--- src/rtl/dmem_sp_arbiter.sv ---
// Single-ported data SRAM arbiter: load priority with bounded store starvation,
// RD_LAT-deep tag pipe and credit-limited in-order load response FIFO.
module dmem_sp_arbiter #(
    parameter int unsigned ADDR_W     = 32,
    parameter int unsigned DATA_W     = 64,
    parameter int unsigned LDTAG_W    = 4,
    parameter int unsigned RD_LAT     = 1,
    parameter int unsigned RESP_DEPTH = 4,
    parameter int unsigned STARVE_MAX = 4
) (
    input  logic                  clk,
    input  logic                  rst_n,
    input  logic                  ld_valid,
    output logic                  ld_ready,
    input  logic [ADDR_W-1:0]     ld_addr,
    input  logic [LDTAG_W-1:0]    ld_tag,
    input  logic                  st_valid,
    output logic                  st_ready,
    input  logic [ADDR_W-1:0]     st_addr,
    input  logic [DATA_W-1:0]     st_wdata,
    input  logic [DATA_W/8-1:0]   st_wstrb,
    output logic                  ld_resp_valid,
    input  logic                  ld_resp_ready,
    output logic [DATA_W-1:0]     ld_resp_data,
    output logic [LDTAG_W-1:0]    ld_resp_tag,
    output logic                  mem_en,
    output logic                  mem_we,
    output logic [ADDR_W-1:0]     mem_addr,
    output logic [DATA_W-1:0]     mem_wdata,
    output logic [DATA_W/8-1:0]   mem_wstrb,
    input  logic [DATA_W-1:0]     mem_rdata
);
    localparam int unsigned CNT_W = $clog2(RESP_DEPTH + 1);
    localparam int unsigned PTR_W = (RESP_DEPTH > 1) ? $clog2(RESP_DEPTH) : 1;
    localparam int unsigned ST_W  = $clog2(STARVE_MAX + 1);

    logic                ld_gnt, st_gnt, ld_ok, push, pop, full;
    logic [CNT_W-1:0]    cnt_q, cnt_d;
    logic [CNT_W-1:0]    fcnt_q, fcnt_d;
    logic [ST_W-1:0]     starve_q, starve_d;
    logic [RD_LAT-1:0]   pipe_v_q, pipe_v_d;
    logic [LDTAG_W-1:0]  pipe_tag_q [RD_LAT];
    logic [LDTAG_W-1:0]  pipe_tag_d [RD_LAT];
    logic [DATA_W-1:0]   fifo_data_q [RESP_DEPTH];
    logic [DATA_W-1:0]   fifo_data_d [RESP_DEPTH];
    logic [LDTAG_W-1:0]  fifo_tag_q [RESP_DEPTH];
    logic [LDTAG_W-1:0]  fifo_tag_d [RESP_DEPTH];
    logic [PTR_W-1:0]    rd_ptr_q, rd_ptr_d, wr_ptr_q, wr_ptr_d;

    function automatic logic [PTR_W-1:0] ptr_inc(input logic [PTR_W-1:0] p);
        return (p == PTR_W'(RESP_DEPTH - 1)) ? '0 : p + 1'b1;
    endfunction

    // Grants are gated by rst_n so every output reads 0 while reset is held.
    always_comb begin
        ld_ok  = cnt_q < CNT_W'(RESP_DEPTH);
        st_gnt = rst_n && st_valid &&
                 ((starve_q == ST_W'(STARVE_MAX)) || !(ld_valid && ld_ok));
        ld_gnt = rst_n && ld_valid && ld_ok && !st_gnt;
    end

    assign ld_ready      = ld_gnt;
    assign st_ready      = st_gnt;
    assign mem_en        = ld_gnt || st_gnt;
    assign mem_we        = st_gnt;
    assign mem_addr      = st_gnt ? st_addr : (ld_gnt ? ld_addr : '0);
    assign mem_wdata     = st_gnt ? st_wdata : '0;
    assign mem_wstrb     = st_gnt ? st_wstrb : '0;

    assign ld_resp_valid = (fcnt_q != '0);
    assign ld_resp_data  = fifo_data_q[rd_ptr_q];
    assign ld_resp_tag   = fifo_tag_q[rd_ptr_q];

    always_comb begin
        push = pipe_v_q[RD_LAT-1];
        pop  = ld_resp_valid && ld_resp_ready;
        full = (fcnt_q == CNT_W'(RESP_DEPTH));

        cnt_d = cnt_q;
        if (ld_gnt && !pop)
            cnt_d = cnt_q + 1'b1;
        else if (!ld_gnt && pop)
            cnt_d = cnt_q - 1'b1;

        starve_d = starve_q;
        if (!st_valid || st_gnt)
            starve_d = '0;
        else if (starve_q != ST_W'(STARVE_MAX))
            starve_d = starve_q + 1'b1;

        pipe_v_d      = pipe_v_q;
        pipe_tag_d    = pipe_tag_q;
        pipe_v_d[0]   = ld_gnt;
        pipe_tag_d[0] = ld_tag;
        for (int unsigned i = 1; i < RD_LAT; i++) begin
            pipe_v_d[i]   = pipe_v_q[i-1];
            pipe_tag_d[i] = pipe_tag_q[i-1];
        end

        // Pop-then-push at full reuses the head slot being read out this cycle.
        fifo_data_d = fifo_data_q;
        fifo_tag_d  = fifo_tag_q;
        wr_ptr_d    = wr_ptr_q;
        rd_ptr_d    = rd_ptr_q;
        fcnt_d      = fcnt_q;
        if (push) begin
            fifo_data_d[wr_ptr_q] = mem_rdata;
            fifo_tag_d[wr_ptr_q]  = pipe_tag_q[RD_LAT-1];
            wr_ptr_d              = ptr_inc(wr_ptr_q);
        end
        if (pop)
            rd_ptr_d = ptr_inc(rd_ptr_q);
        if (push && !pop)
            fcnt_d = fcnt_q + 1'b1;
        else if (!push && pop)
            fcnt_d = fcnt_q - 1'b1;
    end

    always_ff @(posedge clk or negedge rst_n) begin
        if (!rst_n) begin
            cnt_q    <= '0;
            fcnt_q   <= '0;
            starve_q <= '0;
            pipe_v_q <= '0;
            rd_ptr_q <= '0;
            wr_ptr_q <= '0;
            for (int unsigned i = 0; i < RD_LAT; i++)
                pipe_tag_q[i] <= '0;
            for (int unsigned i = 0; i < RESP_DEPTH; i++) begin
                fifo_data_q[i] <= '0;
                fifo_tag_q[i]  <= '0;
            end
        end else begin
            cnt_q       <= cnt_d;
            fcnt_q      <= fcnt_d;
            starve_q    <= starve_d;
            pipe_v_q    <= pipe_v_d;
            pipe_tag_q  <= pipe_tag_d;
            rd_ptr_q    <= rd_ptr_d;
            wr_ptr_q    <= wr_ptr_d;
            fifo_data_q <= fifo_data_d;
            fifo_tag_q  <= fifo_tag_d;
        end
    end

    a_no_push_when_full: assert property (@(posedge clk) disable iff (!rst_n)
        !(push && full && !pop));

endmodule

--- config.mk ---
export PLATFORM = sky130hd
export DESIGN_NAME = dmem_sp_arbiter
export DESIGN_NICKNAME = d
export VERILOG_FILES = /design/src/rtl/dmem_sp_arbiter.sv
export SDC_FILE = /design/constraint.sdc
export NUM_CORES = 1
export LEC_CHECK = 0
export CORE_ASPECT_RATIO = 1.5
export CORE_UTILIZATION = 52
export CTS_CLUSTER_SIZE = 10
export DETAILED_ROUTE_END_ITERATION = 16
export GPL_TIMING_DRIVEN = 0
export HOLD_SLACK_MARGIN = 0.02
export PLACE_DENSITY = 0.86
export SLEW_MARGIN = 30
export SYNTH_ARGS = -nofsm -noshare
export SYNTH_HDL_FRONTEND = slang
export SYNTH_SLANG_ARGS = --single-unit
--- constraint.sdc ---
create_clock -name clk -period 4.4 [get_ports clk]
set_input_delay 0.88 -clock clk [delete_from_list [all_inputs] [get_ports clk]]
set_output_delay 0.88 -clock clk [all_outputs]
set_load 0.02 [all_outputs]
Word-level counts from Yosys, hierarchy flattened
Cells that the tools add are included.
{"block": "classes", "addsub": 7, "n_mul": 0, "n_div": 0, "n_lt_le_gt_ge": 4, "eq_ne": 4, "shifts": 0, "muxes": 24, "bitwise_logic": 2, "n_reduce_logical": 25}
{"operator": "256-bit bitwise mux", "count": 1}
{"operator": "64-bit 2-to-1 mux", "count": 4}
{"operator": "64-bit binary-select mux with 2-bit select", "count": 1}
{"operator": "64-bit demux with 2-bit select", "count": 1}
{"operator": "32-bit 2-to-1 mux", "count": 2}
{"operator": "3-bit 2-to-1 mux", "count": 6}
{"operator": "16-bit bitwise mux", "count": 1}
{"operator": "1-bit logical AND", "count": 12}
{"operator": "4-bit 2-to-1 mux", "count": 3}
{"operator": "3-bit by 1-bit adder with 3-bit output, second input constant", "count": 3}
{"operator": "4-bit binary-select mux with 2-bit select", "count": 1}
{"operator": "4-bit demux with 2-bit select", "count": 1}
{"operator": "8-bit 2-to-1 mux", "count": 1}
{"operator": "3-bit greater-or-equal comparator, second input constant", "count": 2}
{"operator": "1-bit zero test", "count": 6}
{"operator": "2-bit inverter with 3-bit output", "count": 2}
{"operator": "2-bit nonzero test", "count": 3}
{"operator": "3-bit by 1-bit subtractor with 3-bit output, second input constant", "count": 2}
{"operator": "2-bit by 1-bit adder with 2-bit output, second input constant", "count": 2}
{"operator": "2-bit == test, second input constant", "count": 2}
{"operator": "2-bit 2-to-1 mux", "count": 2}
{"operator": "3-bit == test, second input constant", "count": 1}
{"operator": "1-bit logical OR", "count": 3}
{"operator": "3-bit by 1-bit < comparator with 1-bit output, second input constant", "count": 1}
{"operator": "3 further kinds", "count": 3}
{"block": "totals", "regBits": 290, "latch_bits": 0, "mem_bits_rw": 0, "mem_bits_ro": 0, "input_bits": 209, "output_inout_bits": 177, "elab_cells": 81, "n_memories": 0}

Depth between registers and ports, before layout
{"block": "depth", "ltp_word": 11, "depth_mapped": 12}

Least setup slack after synthesis
OpenSTA, ideal clock, no wires.
{"block": "synth_timing", "kind": "input-to-output", "from": "input ld_valid", "to": "output mem_wstrb[0]", "t_arrival_ns": 1.915, "required_ns": 3.520, "slack_ns": 1.605, "stages": 5, "cell_sequence": "nor2b_2 > a21oi_4 > buf_4 > buf_2 > and2_1"}
{"block": "synth_via", "elab_chain_cells": 5}
{"element": "start: declaration", "line": "13", "rtl": "input logic ld_valid,"}
{"element": "1-bit logical AND", "line": "58", "rtl": "((starve_q == ST_W'(STARVE_MAX)) || !(ld_valid && ld_ok));"}
{"element": "1-bit zero test", "line": "58"}
{"element": "1-bit logical OR", "line": "58"}
{"element": "1-bit logical AND", "line": "57", "rtl": "st_gnt = rst_n && st_valid &&"}
{"element": "net mem_we", "line": "27", "rtl": "output logic mem_we,"}
{"element": "8-bit 2-to-1 mux", "line": "68", "rtl": "assign mem_wstrb = st_gnt ? st_wstrb : '0;"}
{"element": "end: declaration", "line": "30", "rtl": "output logic [DATA_W/8-1:0] mem_wstrb,"}
The timed path passes the listed nets, and every way through them passes these cells.

Worst setup path in the final report
{"block": "layout_timing", "from": "input st_valid", "to": "output mem_wdata[54]"}
{"block": "layout_via", "elab_chain_cells": 3}
{"element": "start: declaration", "line": "17", "rtl": "input logic st_valid,"}
{"element": "1-bit logical AND (2 in series)", "line": "57"}
{"element": "64-bit 2-to-1 mux", "line": "67", "rtl": "assign mem_wdata = st_gnt ? st_wdata : '0;"}
{"element": "end: declaration", "line": "29", "rtl": "output logic [DATA_W-1:0] mem_wdata,"}
No other way between the ends.

==> metrics.txt <==
# TYPE chip_impl_metric gauge
chip_impl_info{name="run_status",value="finished, final reports clean"} 1
chip_impl_metric{name="layout.cells.non_filler",unit=""} 1619
chip_impl_metric{name="ir_worst_vdd",unit="uV"} 492
chip_impl_metric{name="finalCriticalPeriod",unit="ns"} 4.30
chip_impl_metric{name="drcViolationCount",unit=""} 0
chip_impl_metric{name="grt_max_degree",unit=""} 87
chip_impl_metric{name="arrival",unit="ns"} 3.42
chip_impl_metric{name="grt_antenna_before_repair",unit=""} 15
chip_impl_info{name="ordered_cell_list_for_the_critical_path",value="clkdlybuf4s50_1 > nand2_1 > a21oi_4 > buf_4 > clkbuf_2 > and2_1 > clkdlybuf4s50_1"} 1
chip_impl_metric{name="dieWidth",unit="um"} 134
chip_impl_metric{name="clockBufferDepth",unit=""} 3
chip_impl_metric{name="place_area",unit="sq um"} 18000
chip_impl_metric{name="grt_first_pass_wirelength",unit="um"} 65800
chip_impl_metric{name="clkLatencyLatePin",unit="ns"} 0.51
chip_impl_metric{name="firstDrtPassIters",unit=""} 4
chip_impl_metric{name="via_count_of_the_first_global_routing_pass",unit=""} 10051
chip_impl_metric{name="postCtsHoldBufs",unit=""} 0
chip_impl_metric{name="placeableCoreArea",unit="sq um"} 25900
chip_impl_metric{name="die_h",unit="um"} 201
chip_impl_metric{name="synthDominantCellAreaShare",unit="%"} 53.1
chip_impl_metric{name="num_io_pins",unit=""} 386
chip_impl_info{name="grt_setup_unrepaired",value="no"} 1
chip_impl_metric{name="syn_area",unit="sq um"} 13700
chip_impl_metric{name="yosysWarnings",unit=""} 0
chip_impl_metric{name="floorplan.die_area",unit="sq um"} 27000
chip_impl_metric{name="grt_util_all_layers",unit="%"} 34.1
chip_impl_metric{name="mappedNetlistNets",unit=""} 1070
chip_impl_metric{name="syn2layout_area_growth",unit="%"} 38.8
chip_impl_info{name="crit_type",value="input port to output port"} 1
chip_impl_metric{name="drt-initial-drc-count",unit=""} 402
chip_impl_metric{name="sum_of_net_half_perimeters_after_detailed_placement",unit="um"} 33600
chip_impl_metric{name="part_of_the_yosys_area_used_for_sequential_elements",unit="%"} 53.1
chip_impl_info{name="setup.worst_path.end_class",value="output port"} 1
chip_impl_metric{name="drv_cap",unit=""} 0
chip_impl_metric{name="cts_max_level",unit=""} 2
chip_impl_metric{name="stdcell_area",unit="sq um"} 19000
chip_impl_metric{name="tightest_slew",unit="ns"} 0.706
chip_impl_info{name="worst_path_most_repeated_cell",value="clkdlybuf4s50_1"} 1
chip_impl_metric{name="postSynthRegisterBits",unit=""} 290
chip_impl_metric{name="cts_num_sinks",unit=""} 290
chip_impl_metric{name="worst_path_max_fanout",unit=""} 10
chip_impl_info{name="synth.largest_area_cell",value="dfrtp_1"} 1
chip_impl_metric{name="area_occupied_by_multi_input_gates",unit="sq um"} 6050
chip_impl_metric{name="viasPerCell",unit=""} 5.75
chip_impl_metric{name="rows",unit=""} 72
chip_impl_info{name="crit_path_start_kind",value="input port"} 1
chip_impl_metric{name="floorplan.initialDensity",unit="%"} 52.9
chip_impl_metric{name="layout-drive-gt1-share",unit="%"} 34.4
chip_impl_info{name="timing.critical_path.slowest_stage_cell",value="clkdlybuf4s50_1"} 1
chip_impl_metric{name="num_vias",unit=""} 9312
chip_impl_metric{name="antenna_left",unit=""} 0
chip_impl_info{name="timing.hold.worst.class",value="input port to asynchronous set/reset pin"} 1
chip_impl_metric{name="tritoncts.num_buffers",unit=""} 34
chip_impl_metric{name="placed_cells_incl_taps",unit=""} 1571
chip_impl_metric{name="fillerInstances",unit=""} 1682
chip_impl_metric{name="postSynthAreaPerCell",unit="sq um"} 16.1
chip_impl_metric{name="register_area",unit="sq um"} 7260
chip_impl_metric{name="clkTransAtPathRegs",unit="ns"} 0.05
chip_impl_metric{name="cts_setup_buffers",unit=""} 0
chip_impl_metric{name="slowest_delay",unit="ns"} 0.67
chip_impl_info{name="synth_area_leaders",value="dfrtp_1 53%, mux2_2 16%, mux4_2 11%"} 1
chip_impl_metric{name="number_of_hold_violations_in_the_final_report",unit=""} 0
chip_impl_metric{name="power.density",unit="nW/um^2"} 721
chip_impl_metric{name="clock-skew-final",unit="ns"} 0.0137
chip_impl_metric{name="io_buffer_count",unit=""} 385
chip_impl_metric{name="finalNetCount",unit=""} 1494
chip_impl_metric{name="fmax",unit="MHz"} 233
chip_impl_metric{name="wl",unit="um"} 44500
chip_impl_metric{name="report.power.total",unit="mW"} 13.7
chip_impl_metric{name="finalCoreUtilization",unit="%"} 73.4
chip_impl_metric{name="routed_wire_length_per_instance",unit="um"} 27.5
chip_impl_metric{name="gpl.final_weighted_congestion",unit=""} 0.950
chip_impl_metric{name="final-setup-viol-count",unit=""} 0
chip_impl_metric{name="max_slew_margin",unit="%"} 53.0
chip_impl_metric{name="timing_max_transition_violations_final",unit=""} 0
chip_impl_info{name="clk_root_buffer_cell",value="clkbuf_16"} 1
chip_impl_metric{name="critPathBufInv",unit=""} 4
chip_impl_metric{name="timing.final.crit_share",unit="%"} 97.7
chip_impl_metric{name="ctsResizeCount",unit=""} 0
chip_impl_metric{name="worst-endpoint-required",unit="ns"} 3.52
chip_impl_metric{name="post_synth_num_cell_types",unit=""} 29
chip_impl_info{name="cts_tree",value="built"} 1
chip_impl_metric{name="p_leak",unit="nW"} 8.11
chip_impl_info{name="critical_path.top_delay_family",value="buffers and inverters"} 1
chip_impl_metric{name="overflow",unit=""} 0
chip_impl_metric{name="postSynthCellCount",unit=""} 850
==> sequential cells by signal, summed over array words and instances (netlist names) <==
| name | count |
|---|---|
| fifo_tag_q | 16 |
| pipe_v_q | 1 |
| pipe_tag_q | 4 |
| wr_ptr_q | 2 |
| fifo_data_q | 256 |
| cnt_q | 3 |
| starve_q | 3 |
| fcnt_q | 3 |
| rd_ptr_q | 2 |
==> Yosys cell counts <==
library cell and n:
mux2_4 80, and3_1 1, clkbuf_2 1, dfrtp_1 290
buf_4 6, ha_1 9, nand2_2 4, mux2_2 196
a21oi_4 1, nor2b_2 1, fa_1 2, clkbuf_1 12
o21ai_0 2, buf_2 33, and2_1 72, nor4b_1 1
buf_6 8, o21a_1 1, a22o_1 32, xnor2_1 3
mux4_2 68, nor3b_1 2, nand2_1 6, mux2i_1 1
or3_1 1, inv_1 6, xor2_1 4, nor2_1 6
nand3_1 1
==> cell type report <==
cell class                 count  area share (%)
antenna                       11           0.145
buffer                        60            1.84
clock buffer                  37            4.88
inverter                       6           0.119
multi-input combinational    494            31.9
sequential                   290            38.2
tap                          333            2.19
timing repair buffer         388            20.8
==> report_power, final <==
part | internal, mW | leakage [nW] | total, mW | switching (mW)
Combinational | 3.76 | 4.25 | 6.51 | 2.75
Sequential | 4.01 | 3.40 | 4.70 | 0.698
Clock | 1.47 | 0.456 | 2.49 | 1.02
Total | 9.24 | 8.11 | 13.7 | 4.46
==> path summary, 6_finish.rpt <==
path	from	endpoint	slack (ns)	depth (start not counted)
max in group asynchronous	rst_n	fifo_data_q[74]	2.81	3
worst min register to register	fcnt_q[2]	fcnt_q[2]	0.46	1
worst max register to register	starve_q[0]	cnt_q[2]	1.82	12
min in group clk	fcnt_q[2]	fcnt_q[2]	0.46	1
worst max-delay path	st_valid	mem_wdata[54]	0.1	7
worst min-delay path	rst_n	fifo_data_q[239]	0.34	1
==> layout by cell type, fill, tap and decap left out, types with 12 or more instances in the layout <==
cell type	count
mux2_4	80
mux2_2	196
and2_1	72
clkbuf_16	37
buf_2	33
clkbuf_1	12
clkdlybuf4s50_1	384
mux4_2	68
a22o_1	32
dfrtp_1	290
==> routing by layer <==
metal	GRT usage (%)	routed length [um]
met5	0	28
met3	10.1	3750
met1	40.8	16500
met2	58.0	22200
met4	12.4	2010
==> per-stage QoR <==
stage | worst slack (ns) | setup TNS, ns | hold slack, ns
floorplan | 1.60 | 0 | 0.434
global placement | -10.44 | -3962.65 | 0.446
detailed placement | 0.110 | 0 | 0.451
CTS | 0.0951 | 0 | 0.352
global route | 0.0280 | 0 | 0.365
finish | 0.0997 | 0 | 0.344
==> cells by family after synthesis <==
| family | Yosys count | share of synthesized area [%] |
|---|---|---|
| multiplexers | 345 | 36.2 |
| flip-flops | 290 | 53.1 |
| AND/OR/NAND/NOR | 95 | 4.17 |
| buffers and inverters | 66 | 2.73 |
| AO/OA/AOI/OAI | 36 | 2.30 |
| adder cells (fa/ha/maj) | 11 | 1.12 |
| XOR/XNOR | 7 | 0.448 |
No activity file was read; power rests on OpenSTA's default activity.
